`src/rtl/egress_scheduler.sv`:
```
// Round-robin owner-locked scheduler feeding one word per WORD_GAP clocks to a byte serializer.
// Latency: accept cycle t -> WriteDataValid in t+1. Requesters are throttled through ReqReady (gap, EgReady, EnMask).
module egress_scheduler #(
    parameter int NUM_REQ  = 4,
    parameter int WORD_GAP = 4,
    parameter int HOLD_MAX = 16
) (
    input  logic                     ClkEngress,
    input  logic                     ARstN,
    input  logic [NUM_REQ-1:0]       ReqValid,
    input  logic [32*NUM_REQ-1:0]    ReqData,
    input  logic [NUM_REQ-1:0]       ReqLast,
    output logic [NUM_REQ-1:0]       ReqReady,
    input  logic [NUM_REQ-1:0]       EnMask,
    input  logic                     EgReady,
    output logic [31:0]              WriteData,
    output logic                     WriteDataValid,
    output logic [NUM_REQ-1:0]       Grant,
    output logic                     Busy,
    output logic [15:0]              WordCount
);

    localparam int IW = $clog2(NUM_REQ);
    localparam int GW = $clog2(WORD_GAP);
    localparam int HW = $clog2(HOLD_MAX + 1);
    localparam logic [GW-1:0] GAP_RELOAD = GW'(WORD_GAP - 1);
    localparam logic [HW-1:0] HOLD_LAST  = HW'(HOLD_MAX - 1);

    typedef enum logic {ST_IDLE, ST_LOCK} state_e;

    state_e        state_q, state_d;
    logic [IW-1:0] owner_q, owner_d;
    logic [IW-1:0] ptr_q, ptr_d;
    logic [GW-1:0] gap_q, gap_d;
    logic [HW-1:0] hold_q, hold_d;
    logic [31:0]   wdata_q, wdata_d;
    logic          wvld_q, wvld_d;
    logic [15:0]   wcnt_q, wcnt_d;

    logic [31:0]        req_word [NUM_REQ];
    logic [NUM_REQ-1:0] cand;
    logic               pick_found;
    logic [IW-1:0]      pick_idx;
    int                 rr_idx;
    logic               owner_rdy;
    logic               xfer;

    for (genvar g = 0; g < NUM_REQ; g++) begin : g_word
        assign req_word[g] = ReqData[32*g +: 32];
    end

    // Search starts just after the last owner so every enabled requester gets a turn.
    always_comb begin
        cand       = ReqValid & EnMask;
        pick_found = 1'b0;
        pick_idx   = '0;
        rr_idx     = 0;
        for (int k = 1; k <= NUM_REQ; k++) begin
            rr_idx = (int'(ptr_q) + k) % NUM_REQ;
            if (!pick_found && cand[IW'(rr_idx)]) begin
                pick_found = 1'b1;
                pick_idx   = IW'(rr_idx);
            end
        end
    end

    always_comb begin
        state_d   = state_q;
        owner_d   = owner_q;
        ptr_d     = ptr_q;
        gap_d     = (gap_q != '0) ? gap_q - 1'b1 : gap_q;
        hold_d    = hold_q;
        wdata_d   = wdata_q;
        wvld_d    = 1'b0;
        wcnt_d    = wcnt_q;
        owner_rdy = (state_q == ST_LOCK) && (gap_q == '0) && EgReady && EnMask[owner_q];
        xfer      = owner_rdy && ReqValid[owner_q];
        case (state_q)
            ST_IDLE: begin
                if (pick_found) begin
                    owner_d = pick_idx;
                    hold_d  = '0;
                    state_d = ST_LOCK;
                end
            end
            ST_LOCK: begin
                if (xfer) begin
                    wdata_d = req_word[owner_q];
                    wvld_d  = 1'b1;
                    gap_d   = GAP_RELOAD;
                    wcnt_d  = wcnt_q + 16'd1;
                    hold_d  = '0;
                    if (ReqLast[owner_q]) begin
                        state_d = ST_IDLE;
                        ptr_d   = owner_q;
                    end
                end else if (!EnMask[owner_q]) begin
                    state_d = ST_IDLE;
                    ptr_d   = owner_q;
                    hold_d  = '0;
                end else if (!ReqValid[owner_q]) begin
                    // An owner that went quiet mid-burst loses the lock after HOLD_MAX idle clocks.
                    hold_d = hold_q + 1'b1;
                    if (hold_q == HOLD_LAST) begin
                        state_d = ST_IDLE;
                        ptr_d   = owner_q;
                        hold_d  = '0;
                    end
                end else begin
                    hold_d = '0;
                end
            end
            default: ;
        endcase
    end

    always_ff @(posedge ClkEngress or negedge ARstN) begin
        if (!ARstN) begin
            state_q <= ST_IDLE;
            owner_q <= '0;
            ptr_q   <= IW'(NUM_REQ - 1);
            gap_q   <= '0;
            hold_q  <= '0;
            wdata_q <= '0;
            wvld_q  <= 1'b0;
            wcnt_q  <= '0;
        end else begin
            state_q <= state_d;
            owner_q <= owner_d;
            ptr_q   <= ptr_d;
            gap_q   <= gap_d;
            hold_q  <= hold_d;
            wdata_q <= wdata_d;
            wvld_q  <= wvld_d;
            wcnt_q  <= wcnt_d;
        end
    end

    always_comb begin
        ReqReady = '0;
        Grant    = '0;
        for (int i = 0; i < NUM_REQ; i++) begin
            ReqReady[i] = owner_rdy && (owner_q == IW'(i));
            Grant[i]    = (state_q == ST_LOCK) && (owner_q == IW'(i));
        end
    end

    assign WriteData      = wdata_q;
    assign WriteDataValid = wvld_q;
    assign WordCount      = wcnt_q;
    assign Busy           = (state_q == ST_LOCK) || (gap_q != '0);

endmodule

```
`config.mk`:
```
export PLATFORM = sky130hd
export DESIGN_NAME = egress_scheduler
export DESIGN_NICKNAME = d
export VERILOG_FILES = /design/src/rtl/egress_scheduler.sv
export SDC_FILE = /design/constraint.sdc
export NUM_CORES = 1
export LEC_CHECK = 0
export ABC_AREA = 1
export BUFFER_PORTS_ARGS = -buffer_cell sky130_fd_sc_hd__clkbuf_2
export CAP_MARGIN = 20
export CORE_UTILIZATION = 35
export DETAILED_ROUTE_END_ITERATION = 16
export GPL_TIMING_DRIVEN = 0
export PLACE_DENSITY_LB_ADDON = 0.15
export SYNTH_ARGS = -nofsm -noshare
export SYNTH_HDL_FRONTEND = slang
export SYNTH_SLANG_ARGS = --single-unit
export TNS_END_PERCENT = 5
```
`constraint.sdc`:
```
create_clock -name ClkEngress -period 2.9 [get_ports ClkEngress]
set_input_delay 0.29 -clock ClkEngress [delete_from_list [all_inputs] [get_ports ClkEngress]]
set_output_delay 0.29 -clock ClkEngress [all_outputs]
set_load 0.005 [all_outputs]
```
==> impl_results.md <==
- Crit end category: output pin
- Mux cell area share after synthesis: 0%
- Post-synthesis average cell area: ~6.7 sq um
- DR vias: between 4000 and 5000
- Largest family of logic cells by synthesized area: simple AND/OR/NAND/NOR gates
- Largest net degree at the start of global routing: 62
- Final ANT Viol Nets: 0
- P_leak: 3.04 nW
- Post-CTS Hold Fix Bufs: 0
- Worst vdd ir: 478 uV
- Ant diodes: 0
- Max-Cap Viols: 0
- Initial antenna violation count: 0
- Final setup viols: 0
- Hold Path Class: input port to asynchronous set/reset pin
- Post-route setup slack: 251 ps
- Overflow after GRT: 0
- Post-DP HPWL: 11400 microns
- Register area: 1530 sq um
- CTS Sinks: 61
- Die Y-Extent: around 110 microns
- Fin crit share: about nine tenths
- Share of layout cells above drive strength 1: 31.0%
- Cell-internal power: 0.00300 W
- Multi-input logic area: between 2000 and 2500 sq um
- Reg power frac: 25.9%
- Routed WL: 14600 microns
- Net switching power: between 0.002 and 0.0025 W
- Synthesized cell area: 4020 sq um
- Critical path peak fanout: 10
- Most frequent cells in the layout: 235 x nand2_1, 199 x clkbuf_2, 120 x nand3_1
- Rel. slew slack: 42.9%
- Width of the die: roughly 110 microns
- Maximum clock insertion buffer count: 2
- DIE AREA: roughly 12000 sq um
- Commonest non-fill, non-tap cell in the layout: nand2_1
- H-tree depth: 3
- Worst Path Arrival: about 2400 ps
- Fmax: 378 MHz
- Yosys cell types: 30
- Max-slew violations: 0
- Drt via density: 5.18
- CTS tree: done
- Synth Register Bits: 61
- Synth warn: 0
- Setup TNS Final: 0 ps
- Post-Syn Nets: 741
- WL per Instance: 15.3 microns
- Worst Tran Pin Value: 856 ps
- RSZ-0062 raised after global routing: no
- Simple-Gate Fraction of Synth Area: between 40 and 50%
- Syn-to-layout area delta: 38.6%
- Worst-Skew Late Latency: 330 ps
- Compound-Gate Fraction of Synth Area: about 1.9%
- DRC viols: 0
- First-pass GRT wire length: ~23000 microns
- CTS resizes: 0
- Pwr per Cell Area: 950 nW/um^2
- Port-buffer cells: 200
- Xor and xnor fraction of the mapped netlist area: 3.05%
- Root buffer cell: clkbuf_16
- Io pins: 201
- DP Worst Slack: 596 ps
- Number of fill cells: approximately 1100
- Adder-cell share of the synthesized area: 0.623%
- Combinational Power Share: about half
- Row Count: 38
- Synth Instances: 596
- Effective utilization at floorplan: 36.4%
- Vias in the first global route: 4725
- CP Launch Type: register
- Gp weighted congestion: 0.892
- Clock buffer count from CTS: 9
- Final Util: 50.5%
- Clock share of power: 25.2%
- Fin crit period: 2650 ps
- Worst Skew: 7.48 ps
- All-Layer GR Usage: between 20 and 30%
- Post-synthesis sequential area ratio: 38.0%
- Iteration-0 DRC count of the detailed router: around 360
- Post-CTS Setup Bufs: 0
- Layout Nets: 952
- Pre-antenna DRT Iters: 5
- Net Sw Frac: 43.2%
- Required @ worst endpoint: between 2000 and 3000 ps
- Fin. Hold Viols: 0
- Status: completed
- Area of the core: 11000 sq um
- Total power: roughly 0.0053 W
- Reg clk slew, reported paths: 50 ps
- Setup CP Type: register to output pin
==> worst paths after layout <==
check | to | cells past startpoint | slack, ps | startpoint
min | WordCount[4] | 1 | 80 | ARstN
min reg2reg | WriteData[19] | 2 | 480 | WriteData[19]
max | ReqReady[0] | 6 | 250 | owner_q[0]
max reg2reg | WriteData[29] | 7 | 810 | owner_q[0]
min in group ClkEngress | WriteData[18] | 5 | 260 | ReqData[18]
max in group asynchronous | WriteData[17] | 1 | 2240 | ARstN
==> sequential cells by signal, summed over array words and instances, names as in the netlist <==
register        flops
ptr_q               2
gap_q               2
WriteData          32
WriteDataValid      1
WordCount          16
hold_q              5
state_q             1
owner_q             2
==> per-layer routing <==
layer  up-vias  part of all wire, %  GRT usage, %  wire length [microns]
li1       2385                    -             -                      -
met1      2277                   42          31.6                   6110
met2       238                   49          41.9                   7170
met3        35                  6.6          4.90                    959
met4         0                  2.3          10.1                    342
met5         -                    0             0                      0
==> layout make-up <==
type / instances / share of cell area [%]
multi-input combinational: 464 / 38.7
clock buffer: 10 / 4.29
timing repair buffer: 200 / 18.0
tap: 140 / 3.14
inverter: 34 / 2.29
buffer: 37 / 3.71
clock inverter: 6 / 2.40
sequential: 61 / 27.4
==> synthesized netlist by cell type <==
| cell | instances | area (sq um) |
|---|---|---|
| nor4_1 | 2 | 12.5 |
| xor2_1 | 11 | 96.3 |
| nor2_1 | 21 | 78.8 |
| o21ai_1 | 4 | 20.0 |
| dfrtp_1 | 59 | 1480 |
| clkbuf_1 | 13 | 48.8 |
| xnor2_1 | 3 | 26.3 |
| a21oi_1 | 3 | 15.0 |
| buf_2 | 12 | 60.1 |
| a21oi_2 | 1 | 8.76 |
| inv_2 | 4 | 15.0 |
| buf_6 | 6 | 67.6 |
| dfstp_2 | 2 | 52.6 |
| and2_1 | 1 | 6.26 |
| ha_1 | 2 | 25.0 |
| nand2_1 | 235 | 882 |
| nand2_2 | 3 | 18.8 |
| inv_1 | 29 | 109 |
| buf_1 | 4 | 15.0 |
| o21ai_0 | 5 | 25.0 |
| nand4_1 | 39 | 244 |
| nand3_1 | 120 | 601 |
| nor2_2 | 2 | 12.5 |
| nor3_2 | 1 | 10.0 |
| nor2_4 | 1 | 11.3 |
| a21boi_1 | 1 | 7.51 |
| nand3_2 | 2 | 20.0 |
| buf_4 | 2 | 15.0 |
| clkinv_1 | 1 | 3.75 |
| nor3_1 | 7 | 35.0 |
==> power by group through the flow <==
stage / sequential, W / combinational (W) / clock, W
2_1_floorplan: 0.00136 / 0.00159 / 0
5_1_grt: 0.00140 / 0.00290 / 0.00139
3_3_place_gp: 0.00137 / 0.00252 / 0
4_1_cts: 0.00137 / 0.00257 / 0.00136
6_report: 0.00137 / 0.00259 / 0.00133
3_5_place_dp: 0.00138 / 0.00256 / 0
==> through the flow <==
stage | hold WS (ps) | cell area [sq um] | cells
floorplan | -5.59 | 4020 | 596
global placement | 464 | 5190 | 936
detailed placement | 466 | 5200 | 936
CTS | 123 | 5570 | 952
global route | 154 | 5570 | 952
finish | 78.6 | 5570 | 952
==> logic make-up after synthesis <==
| family | count (synthesis) |
|---|---|
| fa+ha+maj | 2 |
| buf+inv | 71 |
| compound gates | 14 |
| flops | 61 |
| simple gates | 434 |
| xor+xnor | 14 |
==> critical path, cell delays in order (launching register included) <==
cell	delay [ps]
dfrtp_1	420
buf_4	200
nor2_1	610
clkbuf_1	450
inv_1	110
nor2_1	120
clkbuf_2	120
Power figures use the tool's default switching activity.
